## src/rtl/pixel_writer.sv

```systemverilog
// pixel_writer: read-modify-write pixel engine for a 16-bit word memory.
// Packs 1/2/4/8/16 bpp pixels into words, supports masked writes with
// collision counting, a one-pixel copy buffer, and an ARGB register.
module pixel_writer (
  input  logic        clk,
  input  logic        reset,
  input  logic        pixel_cmd_rdy,
  input  logic [39:0] pixel_cmd,
  output logic        draw_busy,
  output logic [19:0] mem_addr,
  output logic        mem_rd_req,
  output logic        mem_wr_req,
  output logic [15:0] mem_wr_data,
  input  logic        mem_ack,
  input  logic        mem_rd_valid,
  input  logic [15:0] mem_rd_data,
  output logic [7:0]  collision_wri,
  output logic [7:0]  collision_paste,
  output logic [31:0] argb
);

  typedef enum logic [1:0] {IDLE, RD_REQ, RD_WAIT, WR_REQ} state_t;

  state_t      state, state_nx;
  logic [3:0]  op_cmd, op_wid, op_tb;
  logic [7:0]  op_col;
  logic [7:0]  copy_buf, wri_mask, paste_mask;

  // Low-aligned mask covering one pixel of width w+1 bits.
  function automatic logic [15:0] low_mask(input logic [3:0] w);
    logic [16:0] m;
    m = (17'd1 << ({1'b0, w} + 5'd1)) - 17'd1;
    return m[15:0];
  endfunction

  // Collision counters stop at full scale instead of wrapping.
  function automatic logic [7:0] sat_inc(input logic [7:0] c);
    return (c == 8'hFF) ? c : c + 8'd1;
  endfunction

  // Incoming command fields.
  logic [3:0]  cmd_in, wid_in, tgt_in;
  logic [7:0]  col_in, src_in;
  logic [19:0] addr_in;
  logic        width_ok, is_draw_in, is_copy_in, skip16_in;
  logic        accept, start_rd, start_wr;

  assign cmd_in  = pixel_cmd[39:36];
  assign col_in  = pixel_cmd[35:28];
  assign wid_in  = pixel_cmd[27:24];
  assign tgt_in  = pixel_cmd[23:20];
  assign addr_in = pixel_cmd[19:0];

  assign width_ok   = (wid_in == 4'd0) || (wid_in == 4'd1) || (wid_in == 4'd3) ||
                      (wid_in == 4'd7) || (wid_in == 4'd15);
  assign is_draw_in = (cmd_in >= 4'd1) && (cmd_in <= 4'd4);
  assign is_copy_in = (cmd_in == 4'd6);
  assign src_in     = ((cmd_in == 4'd3) || (cmd_in == 4'd4)) ? copy_buf : col_in;
  // At 16 bpp there is no read, so the masked compare uses the full 8 bits.
  assign skip16_in  = ((cmd_in == 4'd2) && (col_in == wri_mask)) ||
                      ((cmd_in == 4'd4) && (copy_buf == paste_mask));

  assign accept   = (state == IDLE) && pixel_cmd_rdy;
  assign start_rd = accept && width_ok &&
                    (is_copy_in || (is_draw_in && (wid_in != 4'd15)));
  assign start_wr = accept && width_ok && is_draw_in && (wid_in == 4'd15) && !skip16_in;

  // Read-word processing for the operation in flight.
  logic [15:0] low, rd_pix, src_fld, mask_fld, merged;
  logic [7:0]  op_src, op_mask;
  logic        masked_op, skip_wr, rd_done;

  assign low       = low_mask(op_wid);
  assign op_src    = ((op_cmd == 4'd3) || (op_cmd == 4'd4)) ? copy_buf : op_col;
  assign op_mask   = (op_cmd == 4'd4) ? paste_mask : wri_mask;
  assign masked_op = (op_cmd == 4'd2) || (op_cmd == 4'd4);
  assign rd_pix    = (mem_rd_data >> op_tb) & low;
  assign src_fld   = {8'h00, op_src} & low;
  assign mask_fld  = {8'h00, op_mask} & low;
  assign skip_wr   = masked_op && (src_fld == mask_fld);
  assign merged    = (mem_rd_data & ~(low << op_tb)) | (src_fld << op_tb);
  assign rd_done   = (state == RD_WAIT) && mem_rd_valid;

  assign draw_busy  = (state != IDLE);
  assign mem_rd_req = (state == RD_REQ);
  assign mem_wr_req = (state == WR_REQ);

  // State register.
  always_ff @(posedge clk or negedge reset) begin
    if (!reset) state <= IDLE;
    else        state <= state_nx;
  end

  // Next-state logic.
  always_comb begin
    state_nx = state;
    case (state)
      IDLE:    if (start_rd) state_nx = RD_REQ;
               else if (start_wr) state_nx = WR_REQ;
      RD_REQ:  if (mem_ack) state_nx = RD_WAIT;
      RD_WAIT: if (mem_rd_valid)
                 state_nx = ((op_cmd == 4'd6) || skip_wr) ? IDLE : WR_REQ;
      WR_REQ:  if (mem_ack) state_nx = IDLE;
      default: state_nx = IDLE;
    endcase
  end

  // Operation latches, memory request payload and register-style commands.
  always_ff @(posedge clk or negedge reset) begin
    if (!reset) begin
      op_cmd          <= 4'd0;
      op_col          <= 8'd0;
      op_wid          <= 4'd0;
      op_tb           <= 4'd0;
      mem_addr        <= 20'd0;
      mem_wr_data     <= 16'd0;
      copy_buf        <= 8'd0;
      wri_mask        <= 8'd0;
      paste_mask      <= 8'd0;
      collision_wri   <= 8'd0;
      collision_paste <= 8'd0;
      argb            <= 32'd0;
    end else begin
      if (start_rd || start_wr) begin
        op_cmd   <= cmd_in;
        op_col   <= col_in;
        op_wid   <= wid_in;
        // Align the target bit down to a pixel boundary.
        op_tb    <= tgt_in & ~wid_in;
        mem_addr <= {addr_in[19:1], 1'b0};
      end
      if (start_wr) mem_wr_data <= {8'h00, src_in};
      if (accept) begin
        case (cmd_in)
          4'd7:  argb <= pixel_cmd[31:0];
          4'd10: begin
            wri_mask      <= pixel_cmd[31:24];
            collision_wri <= 8'd0;
          end
          4'd11: begin
            paste_mask      <= pixel_cmd[31:24];
            collision_paste <= 8'd0;
          end
          default: ;
        endcase
      end
      if (rd_done) begin
        if (op_cmd == 4'd6) begin
          copy_buf <= rd_pix[7:0];
        end else if (!skip_wr) begin
          mem_wr_data <= merged;
          if ((op_cmd == 4'd2) && (rd_pix != 16'd0)) collision_wri <= sat_inc(collision_wri);
          if ((op_cmd == 4'd4) && (rd_pix != 16'd0)) collision_paste <= sat_inc(collision_paste);
        end
      end
    end
  end

endmodule

```

## config.mk

```make
export PLATFORM = sky130hd
export DESIGN_NAME = pixel_writer
export DESIGN_NICKNAME = d
export VERILOG_FILES = /design/src/rtl/pixel_writer.sv
export SDC_FILE = /design/constraint.sdc
export NUM_CORES = 1
export LEC_CHECK = 0
export ABC_AREA = 1
export BUFFER_PORTS_ARGS = -buffer_cell sky130_fd_sc_hd__buf_2
export CORE_UTILIZATION = 57
export DETAILED_ROUTE_END_ITERATION = 6
export HOLD_SLACK_MARGIN = 0.15
export PLACE_DENSITY = 0.81
export REMOVE_ABC_BUFFERS = 1
export SLEW_MARGIN = 20
export SYNTH_ARGS = -nofsm -noshare
export SYNTH_HDL_FRONTEND = slang
export SYNTH_SLANG_ARGS = --single-unit
export TNS_END_PERCENT = 10
```

## constraint.sdc

```tcl
create_clock -name clk -period 3.1 [get_ports clk]
set_input_delay 0.31 -clock clk [delete_from_list [all_inputs] [get_ports clk]]
set_output_delay 0.31 -clock clk [all_outputs]
set_load 0.01 [all_outputs]
```

==> results of run 1 <==
## metrics by stage
step           worst slack [ps]  instances
2_1_floorplan              33.8       1219
3_5_place_dp                422       1567
6_report                    292       1610
4_1_cts                     346       1610
3_3_place_gp                505       1567
5_1_grt                    72.1       1610
## registers in the layout (all words and copies together), names as in the netlist, 4 cells and up
signal,cells
copy_buf,8
op_col,8
op_tb,4
collision_wri,8
paste_mask,8
op_cmd,4
wri_mask,8
collision_paste,8
mem_wr_data,16
argb,32
mem_addr,19
op_wid,4
## cells in the final DEF (no fill, tap or decap), types with 4 or more instances in the layout
master | Yosys | layout
nand3_2 | 3 | 4
inv_1 | 118 | 118
clkbuf_16 | 0 | 17
xor2_1 | 17 | 17
nor2_4 | 6 | 6
o211ai_1 | 8 | 8
nand3b_1 | 4 | 4
nand4_1 | 10 | 10
nand2_2 | 12 | 12
dlygate4sd3_1 | 0 | 12
o22ai_1 | 8 | 8
inv_6 | 0 | 4
a31oi_1 | 4 | 4
inv_2 | 10 | 10
nor3_1 | 6 | 6
o21ai_1 | 10 | 10
buf_4 | 1 | 17
or2_2 | 4 | 4
nand3_1 | 176 | 175
nand2_1 | 417 | 417
buf_2 | 9 | 145
nor2_1 | 76 | 76
o21a_1 | 5 | 5
a21oi_1 | 24 | 24
o21ai_0 | 139 | 139
dfrtp_1 | 129 | 129
## worst max-delay path by stage
| stage | start | end | slack (ps) | depth (start not counted) |
|---|---|---|---|---|
| 6_report | op_wid[1]$_DFFE_PN0P_ | mem_wr_data[5]$_DFF_PN0_ | 290 | 15 |
| 5_1_grt | op_wid[1]$_DFFE_PN0P_ | mem_wr_data[10]$_DFF_PN0_ | 70 | 16 |
| 4_1_cts | op_wid[1]$_DFFE_PN0P_ | mem_wr_data[5]$_DFF_PN0_ | 350 | 15 |
| 3_5_place_dp | op_wid[1]$_DFFE_PN0P_ | mem_wr_data[5]$_DFF_PN0_ | 420 | 15 |
| 3_3_place_gp | op_wid[0]$_DFFE_PN0P_ | mem_wr_data[1]$_DFF_PN0_ | 500 | 15 |
| 2_1_floorplan | state[1]$_DFFE_PN0P_ | state[1]$_DFFE_PN0P_ | 30 | 11 |
## routing by layer
layer / vias up / GRT usage, %
met3: 85 / 8.20
met2: 461 / 53.9
met5: - / 0
met1: 4220 / 45.0
met4: 0 / 14.2
li1: 4419 / -
## cell type report
class / count / share of cell area (%)
Sequential cell: 129 / 32.0
Clock inverter: 13 / 1.75
Multi-Input combinational cell: 960 / 44.8
Tap cell: 184 / 2.29
Inverter: 130 / 4.84
Timing Repair Buffer: 176 / 9.97
Clock buffer: 18 / 4.26
## worst max-delay path, stage by stage (launching register included)
cell	delay (ps)
dfrtp_1	420
nor2_1	300
nand2_1	110
ha_1	240
nand3b_1	160
nand2_1	260
nand2_1	130
nand3_1	90
nand2_1	70
nor2_1	140
nand2_2	80
nor2_4	110
nor2_4	80
buf_4	190
a211oi_1	210
nor2_1	80
## cells in the mapped netlist, types with 3 or more instances
library cell  instances
nor4_1                3
nor2_1               76
nand2_2              12
buf_2                 9
o22ai_1               8
or2_2                 4
o21a_1                5
o21ai_1              10
a31oi_1               4
nand3b_1              4
xor2_1               17
inv_1               118
o211ai_1              8
a211oi_1              3
nand3_1             176
a221oi_1              3
nand3_2               3
dfrtp_1             129
inv_2                10
nand4_1              10
ha_1                  3
nor3_1                6
buf_6                 4
clkbuf_1             35
nand2_1             417
o21ai_0             139
buf_1                 7
nor2_2                3
nor2_4                6
a21oi_1              24
## cells by family after synthesis
kind of cell               after synthesis
buffers and inverters                  186
AOI/OAI and AO/OA                      209
DFF                                    129
xor gates and xnor gates                18
and+or+nand+nor                        725
other                                    2
muxes                                    3
adders and majority gates                3
## where the power goes
part           internal (mW)  switching, mW  leakage, nW
Sequential              2.37          0.552         1.66
Combinational           1.94           3.82         3.52
Clock                   1.28          0.786        0.286
Total                   5.58           5.16         5.46
## repair_timing
item                                   4_1_cts  5_1_grt
resized for setup                            0        0
hold buffers                                12        0
endpoints found under the hold margin      109        0
==> metrics.txt, run 1 <==
largest cells by area after synthesis dfrtp_1 38%, nand2_1 18%, nand3_1 10%; Tcrit/Tclk final 90.6%; HPWL Detailed 18.2 mm; VDD IR max 0.581 mV; Skew-Pair Late Insertion Delay 430 ps; IO Count 148; Worst Skew 9.47 ps; Crit. End Element flip-flop; H-tree lvl count 4; final setup vio count 0; # clock sinks 129; max-slew violation count 0; HP Start pixel_cmd[16]; CTS tree yes; Reg clk slew, reported paths 60 ps; # fillers 1,251; worst hold path endpoint argb[16]$_DFFE_PN0P_; synthesized cell area 0.00848 mm2; f_max 356 MHz; max layer used met4; synthesized area per cell 6.65 um2; CP Launch Type flip-flop; die area 0.0154 mm2; via count 9,185; post-route minimum period 2810 ps; total power 10.7 mW; initial core utilization 58.4%; Synth Area in Adders 0.442%; reg2reg path depth 15; drt wl/cell 15.6 um; setup_tns 0 ps; Hold/Removal Path Class primary input to flip-flop; number of port buffers 146; complex-gate fraction of the synthesized area 13.3%; Max clock buf depth 2; routed vias/inst 5.70; top cell type's share of synthesized area 38.1%; LEAKAGE 5.46 nW; fin area 0.0101 mm2; # rows 44; GP Congestion 0.988; RSZ-0062 raised after global routing false; Synth Warn # 0; WHS 162 ps; worst-margin pin slew 868 ps; CTS buffer count 17; Core Util, Final 69.3%; M1 wire length 10.7 mm; share of cells above drive strength 1 16.8%; GRT Total Usage 34.2%; Max FO, Critical Path 16; DRT iter0 DRCs 1,002; vias in the first global route 8,322; critical path class flip-flop to flip-flop; #FFs+latches synth 129; worst r2r src op_wid[1]$_DFFE_PN0P_; WL final 25.2 mm; Die Width 124 um; WP data required 3410 ps; Core Box Area 0.0145 mm2; Post-route DRC 0; Antenna diodes 0; Area Growth Syn to Fin 18.7%; Post-Synth Simple-Gate Area 37.1%; area taken by flip-flops and latches 0.00323 mm2; initial antenna violation count 0; Post-synth EDFFs 0; total grt overflow 0; First-pass DRT Iterations 5; largest net degree at the start of global routing 96; Most used DFF post-synth dfrtp_1; reg2reg end mem_wr_data[5]$_DFF_PN0_; post-synth top area cell dfrtp_1; status finished, final reports clean; met2 wire length 11.4 mm; XOR/XNOR share of the synthesized area 1.86%; buffer count from post-CTS setup fixing 0; Rel. slew slack 42.1%; sequential element share of the synthesized area 38.1%; post-synth cell types 44; root buffer cell clkbuf_16; Detail Route Antenna Nets 0; mux contribution to synthesized area 0.369%; metal3 WL 2.17 mm; final hold vios 0; footprint of the multi-input gates 0.00452 mm2; global-route wire length before repair 40.1 mm; largest family of logic cells by synthesized area simple AND/OR/NAND/NOR gates; Die Height 124 um; post-synthesis async set-or-reset flop share 100%; Pwr Density 1070 mW/mm2; fin nets 1,478; Mapped Cells 1,275; DP Area 0.00935 mm2; r2r setup slk 290 ps; worst hold path cell count 3; WP data arrival 3120 ps; Max Cap Viol 0
Note: power is estimated with default switching activity, not from simulation.
==> inputs of run 2 (changes only) <==
--- a/config.mk
+++ b/config.mk
@@ -6,7 +6,7 @@
 export NUM_CORES = 1
 export LEC_CHECK = 0
 export ABC_AREA = 1
-export BUFFER_PORTS_ARGS = -buffer_cell sky130_fd_sc_hd__buf_2
+export BUFFER_PORTS_ARGS = -buffer_cell sky130_fd_sc_hd__buf_4
 export CORE_UTILIZATION = 57
 export DETAILED_ROUTE_END_ITERATION = 6
 export HOLD_SLACK_MARGIN = 0.15
==> run 2 against run 1 <==
Count of clock-buffer cells in the layout fell by 1. Setup slack improved by 6.6 ps. First-iteration DRC count rose by 2.5%. Hold slack got worse by 9.1 ps. Die area did not move. Critical path type unchanged.
==> metrics.txt, run 2 (synthesized netlist as in run 1, its figures left out) <==
WL final 26.1 mm (was 25.2 mm); Max Cap Viol 0 (unchanged); reg2reg end mem_wr_data[1]$_DFF_PN0_ (was mem_wr_data[5]$_DFF_PN0_); root buffer cell clkbuf_16 (unchanged); post-route minimum period 2800 ps (was 2810 ps); via count 9,196 (was 9,185); worst hold path cell count 3 (unchanged); VDD IR max 0.657 mV (was 0.581 mV); Pwr Density 1060 mW/mm2 (was 1070 mW/mm2); WHS 153 ps (was 162 ps); Die Height 124 um (unchanged); most frequent cells in the layout 417 x nand2_1, 175 x nand3_1, 165 x buf_4 (was 417 x nand2_1, 175 x nand3_1, 145 x buf_2); Crit. End Element flip-flop (unchanged); Area Growth Syn to Fin 23.3% (was 18.7%); largest registers argb: 32 flops, mem_addr: 19 flops, mem_wr_data: 16 flops (unchanged); buffer count from post-CTS setup fixing 0 (unchanged); WP data arrival 3120 ps (about the same); Tcrit/Tclk final 90.4% (was 90.6%); Hold/Removal Path Class primary input to flip-flop (unchanged); IO Count 148 (unchanged); Antenna diodes 0 (unchanged); Reg clk slew, reported paths 70 ps (was 60 ps); vias in the first global route 8,200 (was 8,322); share of cells above drive strength 1 17.1% (was 16.8%); # fillers 1,247 (was 1,251); # clock sinks 129 (unchanged); GP Congestion 1.02 (was 0.988); worst-margin pin slew 658 ps (was 868 ps); status finished, final reports clean (unchanged); Post-route DRC 0 (unchanged); setup_tns 0 ps (unchanged); r2r setup slk 300 ps (was 290 ps); HPWL Detailed 19.1 mm (was 18.2 mm); Max clock buf depth 2 (unchanged); worst r2r src op_wid[1]$_DFFE_PN0P_ (unchanged); CP Launch Type flip-flop (unchanged); critical path capture point mem_wr_data[1]$_DFF_PN0_ (was mem_wr_data[5]$_DFF_PN0_); total grt overflow 0 (unchanged); # rows 44 (unchanged); CP Cell Sequence nor2_1 -> nand2_1 -> ha_1 -> nand3b_1 -> nand2_1 -> nand4_1 -> nand2_1 -> nor2_1 -> nand2_2 -> nor2_4 -> nor2_4 -> buf_4 -> o211ai_1 -> o21ai_1 -> inv_1 (was nor2_1 -> nand2_1 -> ha_1 -> nand3b_1 -> nand2_1 -> nand2_1 -> nand3_1 -> nand2_1 -> nor2_1 -> nand2_2 -> nor2_4 -> nor2_4 -> buf_4 -> a211oi_1 -> nor2_1); First-pass DRT Iterations 6 (was 5); final setup vio count 0 (unchanged); crit-path most repeated cell nand2_1 (unchanged); initial core utilization 58.4% (unchanged); Die Width 124 um (unchanged); LEAKAGE 5.56 nW (was 5.46 nW); H-tree lvl count 4 (unchanged); CTS buffer count 17 (unchanged); drt wl/cell 16.2 um (was 15.6 um); slowest cell on the critical path dfrtp_1 (unchanged); global-route wire length before repair 41.1 mm (was 40.1 mm); final hold vios 0 (unchanged); WP data required 3420 ps (was 3410 ps); routed vias/inst 5.70 (about the same); Skew-Pair Late Insertion Delay 430 ps (about the same); GRT Total Usage 35.1% (was 34.2%); max FFs per register 32 (unchanged); Rel. slew slack 55.7% (was 42.1%); die area 0.0154 mm2 (unchanged); largest register by flop count argb (unchanged); largest net degree at the start of global routing 75 (was 96); CP startpoint op_wid[1]$_DFFE_PN0P_ (unchanged); Max FO, Critical Path 16 (unchanged); Worst Skew 14.3 ps (was 9.47 ps); max-slew violation count 0 (unchanged); critical path class flip-flop to flip-flop (unchanged); number of port buffers 146 (unchanged); RSZ-0062 raised after global routing false (unchanged); CP peak stage delay 430 ps (was 420 ps); CTS tree yes (unchanged); reg2reg path depth 15 (unchanged); fin nets 1,480 (was 1,478); DRT iter0 DRCs 1,027 (was 1,002); Core Box Area 0.0145 mm2 (unchanged); Detail Route Antenna Nets 0 (unchanged); f_max 357 MHz (was 356 MHz); initial antenna violation count 0 (unchanged); most common cell after layout, fill and taps aside nand2_1 (unchanged)
run 2: changes by cell type in the layout (fill, tap and decap cells not counted), sizes merged:
cell         before  now
buf             164  167
clkinv            4    7
bufinv            3    1
inv             133  135
clkbuf           18   17
clkinvlp          3    2
dlygate4sd3      12   11
run 2: critical path: cells and delay by family (launching register included):
kind / cells / cell delay, ps
buffers and inverters: 2 / 310
adders and majority gates: 1 / 240
DFF: 1 / 430
AOI/OAI and AO/OA: 2 / 240
and+or+nand+nor: 10 / 1440
run 2: worst min path at each step:
| stage | from | endpoint | slack, ps |
|---|---|---|---|
| 2_1_floorplan | reset | argb[0]$_DFFE_PN0P_ | 10 |
| 3_3_place_gp | reset | argb[22]$_DFFE_PN0P_ | 310 |
| 3_5_place_dp | reset | op_tb[1]$_DFFE_PN0P_ | 310 |
| 4_1_cts | pixel_cmd[4] | argb[4]$_DFFE_PN0P_ | 150 |
| 5_1_grt | pixel_cmd[13] | argb[13]$_DFFE_PN0P_ | 160 |
| 6_report | pixel_cmd[1] | argb[1]$_DFFE_PN0P_ | 150 |
run 2: area by class of cell:
cell class                 instances  area (um2)  area share [%]
sequential                       129        3230            30.9
inverter                         130         488            4.67
tap                              184         230            2.20
clock inverter                    15         190            1.82
clock buffer                      17         425            4.07
timing repair buffer             178        1380            13.2
multi-input combinational        960        4520            43.2
run 2: routing by layer:
metal  wire (um)  share of wire (%)  GRT usage (%)
met1       11300                 43           47.6
met2       11700                 45           53.9
met3        2120                8.1           6.96
met4        1000                3.8           16.7
met5           0                  0              0
run 2: power by group:
part           switching, mW  internal (mW)
logic                   3.85           2.22
clock network          0.918           1.16
registers              0.574           2.37
run 2: metrics by stage:
stage                     power [mW]  cell area, um2  util, %  setup slack [ps]  instances
after floorplan                 6.70            8230        -              33.8       1219
after global placement          8.79            9730     67.0               457       1570
after detailed placement        8.88            9730     67.0               328       1570
after CTS                       11.0           10500     72.0               322       1613
after global routing            12.0           10500     72.0              29.4       1613
final                           11.1           10500     72.0               298       1613
run 2: repair_timing:
| item | 4_1_cts | 5_1_grt |
|---|---|---|
| endpoints found under the hold margin | 66 | 0 |
| gates resized for setup | 0 | 0 |
| hold buffers | 11 | 0 |
